==> src/rtl/program_loader.sv <==
// Boot loader: assembles a length-prefixed byte stream into 16-bit words, writes them from
// address 0 upward, verifies an 8-bit additive checksum and then releases the CPU core.
//
// state     | meaning
// ----------+----------------------------------------------------------
// CNT_HI    | waiting for high byte of word count
// CNT_LO    | waiting for low byte of word count, validates length
// DATA_HI   | waiting for high byte of current word
// DATA_LO   | waiting for low byte of current word
// WRITE     | one-cycle memory write strobe, advances word index
// CHECK     | waiting for checksum byte
// DONE      | image loaded and verified, CPU released
// ERROR     | bad length or checksum, CPU held in reset
module program_loader #(
    parameter int ADDR_W    = 10,
    parameter int MAX_WORDS = 1024
) (
    input  logic              clk,
    input  logic              reset,
    input  logic              in_valid,
    input  logic [7:0]        in_byte,
    output logic              in_ready,
    input  logic              restart,
    output logic [ADDR_W-1:0] mem_addr,
    output logic [15:0]       mem_wdata,
    output logic              mem_write,
    output logic              cpu_reset_n,
    output logic              done,
    output logic              error
);

    typedef enum logic [2:0] {
        S_CNT_HI,
        S_CNT_LO,
        S_DATA_HI,
        S_DATA_LO,
        S_WRITE,
        S_CHECK,
        S_DONE,
        S_ERROR
    } state_t;

    localparam logic [16:0] MAX_LEN = 17'(MAX_WORDS);

    state_t          state;
    logic [7:0]      cnt_hi;
    logic [ADDR_W:0] n_words;
    logic [ADDR_W:0] idx;
    logic [ADDR_W:0] idx_inc;
    logic [7:0]      sum;
    logic [15:0]     wdata;
    logic [15:0]     count_in;
    logic            xfer;

    assign count_in = {cnt_hi, in_byte};
    assign idx_inc  = idx + 1'b1;
    assign xfer     = in_valid && in_ready;

    // Every output is decoded from registered state only; nothing depends on in_valid.
    assign in_ready    = (state == S_CNT_HI) || (state == S_CNT_LO) || (state == S_DATA_HI) ||
                         (state == S_DATA_LO) || (state == S_CHECK);
    assign mem_write   = (state == S_WRITE);
    assign mem_addr    = idx[ADDR_W-1:0];
    assign mem_wdata   = wdata;
    assign done        = (state == S_DONE);
    assign error       = (state == S_ERROR);
    assign cpu_reset_n = (state == S_DONE);

    always_ff @(posedge clk or negedge reset) begin
        if (!reset) begin
            state   <= S_CNT_HI;
            cnt_hi  <= '0;
            n_words <= '0;
            idx     <= '0;
            sum     <= '0;
            wdata   <= '0;
        end else begin
            case (state)
                S_CNT_HI: begin
                    if (xfer) begin
                        cnt_hi <= in_byte;
                        state  <= S_CNT_LO;
                    end
                end
                S_CNT_LO: begin
                    if (xfer) begin
                        if ((count_in == 16'd0) || ({1'b0, count_in} > MAX_LEN)) begin
                            state <= S_ERROR;
                        end else begin
                            n_words <= count_in[ADDR_W:0];
                            idx     <= '0;
                            sum     <= '0;
                            state   <= S_DATA_HI;
                        end
                    end
                end
                S_DATA_HI: begin
                    if (xfer) begin
                        wdata[15:8] <= in_byte;
                        sum         <= sum + in_byte;
                        state       <= S_DATA_LO;
                    end
                end
                S_DATA_LO: begin
                    if (xfer) begin
                        wdata[7:0] <= in_byte;
                        sum        <= sum + in_byte;
                        state      <= S_WRITE;
                    end
                end
                S_WRITE: begin
                    // Index is one bit wider than the address so a full 1024-word image terminates.
                    idx   <= idx_inc;
                    state <= (idx_inc == n_words) ? S_CHECK : S_DATA_HI;
                end
                S_CHECK: begin
                    if (xfer) begin
                        state <= (in_byte == sum) ? S_DONE : S_ERROR;
                    end
                end
                S_DONE: begin
                    if (restart) state <= S_CNT_HI;
                end
                S_ERROR: begin
                    if (restart) state <= S_CNT_HI;
                end
                default: state <= S_CNT_HI;
            endcase
        end
    end

endmodule

==> config.mk <==
export PLATFORM = sky130hd
export DESIGN_NAME = program_loader
export DESIGN_NICKNAME = d
export VERILOG_FILES = /design/src/rtl/program_loader.sv
export SDC_FILE = /design/constraint.sdc
export NUM_CORES = 1
export LEC_CHECK = 0
export BUFFER_PORTS_ARGS = -buffer_cell sky130_fd_sc_hd__buf_2
export CAP_MARGIN = 5
export CORE_ASPECT_RATIO = 0.6
export CORE_UTILIZATION = 58
export CTS_BUF_LIST = sky130_fd_sc_hd__clkbuf_16
export CTS_CLUSTER_SIZE = 25
export DETAILED_ROUTE_END_ITERATION = 10
export HOLD_SLACK_MARGIN = 0.05
export PLACE_DENSITY_LB_ADDON = 0.25
export REMOVE_ABC_BUFFERS = 1
export SYNTH_ARGS = -nofsm -noshare
export SYNTH_HDL_FRONTEND = slang
export SYNTH_SLANG_ARGS = --single-unit
==> constraint.sdc <==
create_clock -name clk -period 2.6 [get_ports clk]
set_input_delay 0.13 -clock clk [delete_from_list [all_inputs] [get_ports clk]]
set_output_delay 0.13 -clock clk [all_outputs]
set_load 0.05 [all_outputs]
==> flow_summary.toml <==
[setup_path]
cp.required_ns = 2.81
rrSetupSlack_ns = 0.21
reg2regPathDepth = 7
cp_max_fo = 8
arrival_ns = 2.60
reg2reg_from = "idx[0]"
timing.rr.end = "state[1]"
crit_type = "reg -> reg"
crit_end = "state[1]"
endpoint_kind = "flop"
critPathLaunchType = "flop"
critPathLaunch = "idx[0]"

[synthesis]
yosys-top-cells-area = "dfrtp_1 45%, mux2_2 11%, xnor2_1 3.9%, ha_1 3.2%, nand3_1 2.7%"
ys.flop_type = "dfrtp_1"
synth_most_common_cell = "dfrtp_1"
ys.warnings.count = 0
yosysSeqAreaShare = 0.449
syn_area_um2 = 3180
yosysUniqueCellTypes = 53
synth.largest_area_cell = "dfrtp_1"
async_reset_ff_frac = 1.00
synth_common_cells = "57 x dfrtp_1, 32 x mux2_2, 22 x nand2_1, 22 x nor2_1, 17 x nand3_1"
synth_edf_count = 0
syn_avg_cell_area_um2 = 10.3
synth_cells = 309
synth-seq-cells = 57
synth_top_area_frac = 0.449

[placement]
gp_congestion = 0.884
port_buffers = 42
hpwlAfterDp_um = 5000
place_area_um2 = 3370

[drt]
wl_met1_um = 3540
drt_pass1_iterations = 4
met3_length_um = 537
viasPerCell = 5.90
ant_nets = 0
num_vias = 2461
wl_met2_um = 3070
wl_per_cell_um = 17.3
top_layer = "met4"
drt_wl_total_um = 7210
drc = 0
drt_iter0_markers = 252

[cts]
path_clk_slew_ns = 0.05
clk_path_buf_depth = 2
clk_latency_ns = 0.33
clkSinkCount = 57
h-tree-depth = 3
tritoncts = "yes"
cts.repair.resized = 0
cts_buffers = 9
root_buffer = "clkbuf_16"

[floorplanning]
core_area_um2 = 5150
ios = 43
dieHeight_um = 59.3
die_x_um = 97.5
rows = 20
start_util = 0.616
die_area_um2 = 5780

[sta]
slew_headroom = 0.604
final.setup_skew_ns = 0.00588
worst_pin_slew_ns = 0.594
final_max_slew_viol_count = 0
fmax_mhz = 419
finalSetupViolCount = 0
finalCriticalPeriod_ns = 2.39
hold_viol = 0
rsz0062_at_grt = "false"
hold_ws_ns = 0.148
tns_ns = 0
min_period_over_period = 0.918

[status]
status = "finished clean"

[finish]
layout.nets = 367
fin_area_um2 = 3650
area_growth_pct = 15.0
antenna_cells = 0
drive_gt1_frac = 0.299

[grt]
grt_max_degree = 33
grt_overflow_total = 0
antenna_found_initial = 0
first_global_vias = 2294
groute.usage.overall = 0.274
grt_pass1_wl_um = 11800

[worst_hold_path]
hold_start = "in_byte[2]"
min-delay-path-class = "in -> reg"

[power]
power_leakage_nw = 1.65
seqPwrFrac = 0.317
p_sw_w = 0.00244
power_frac_comb = 0.481
switching_share = 0.463
power_density_nw_per_um2 = 1450
ir_drop_mv = 0.944
pwr-share-clk = 0.201
p_int_w = 0.00284

[run]
drv_cap = 0
## per-stage QoR
stage	util	cells	setup slack, ns	total power [W]
floorplan	-	283	0.0671	0.00356
global placement	0.653	400	0.372	0.00413
finish	0.708	417	0.213	0.00528
detailed placement	0.653	400	0.251	0.00420
CTS	0.708	417	0.220	0.00529
global route	0.708	417	0.0623	0.00560
## power by group through the flow
stage / sequential (W) / combinational [W] / clock (W)
3_5_place_dp: 0.00168 / 0.00252 / 0
6_report: 0.00167 / 0.00254 / 0.00106
5_1_grt: 0.00174 / 0.00275 / 0.00111
4_1_cts: 0.00167 / 0.00255 / 0.00107
3_3_place_gp: 0.00165 / 0.00248 / 0
2_1_floorplan: 0.00232 / 0.00124 / 0
## flip-flops by register name (all words and copies together), names as in the netlist
| signal | flops |
|---|---|
| mem_wdata | 16 |
| idx | 11 |
| n_words | 11 |
| cnt_hi | 8 |
| sum | 8 |
| state | 3 |
## cell families after synthesis
kind of cell	share of synthesized area
XOR/XNOR	0.0579
multiplexers	0.124
adder cells (fa/ha/maj)	0.0378
buffers and inverters	0.0658
AND/OR/NAND/NOR	0.149
AO/OA/AOI/OAI	0.116
flip-flops	0.449
## worst max-delay path, cell delays in order, from the launching register on
cell and delay [ns]:
dfrtp_1 0.46, ha_1 0.31, nand3_1 0.16, or3_1 0.45, mux2i_1 0.17, a21o_1 0.13, o2111ai_1 0.19, a221o_1 0.38
## per-layer routing
layer  global-route usage  up-vias
li1                     -     1173
met1                0.413     1193
met2                0.374       83
met3               0.0932       12
met4               0.0735        0
met5                    0        -
## worst min path at each step
stage	to	slack, ns	depth (start not counted)
finish	cnt_hi[2]	0.15	3
global route	n_words[0]	0.16	2
CTS	mem_wdata[0]	0.15	2
detailed placement	idx[1]	0.17	1
global placement	idx[1]	0.16	1
floorplan	cnt_hi[0]	-0.17	0
## cell usage in the layout, fill, tap and decap left out, types with 10 or more instances in the layout
cell     instances
a21oi_1         10
xnor2_1         14
mux2_2          32
nand3_1         17
inv_1           10
nand2_1         22
buf_2           42
nor2_1          22
o21ai_0         13
dfrtp_1         57
## cell type report
class	count	area (µm²)
Clock buffer	9	225
Clock inverter	7	48.8
Fill cell	385	1500
Inverter	11	41.3
Multi-Input combinational cell	215	1540
Sequential cell	57	1430
Tap cell	66	82.6
Timing Repair Buffer	52	288
## repair_timing
item                      4_1_cts  5_1_grt
hold buffers                    1        0
setup buffers                   0        0
hold endpoints to repair       25        0
Note: power is estimated with default switching activity, not from simulation.
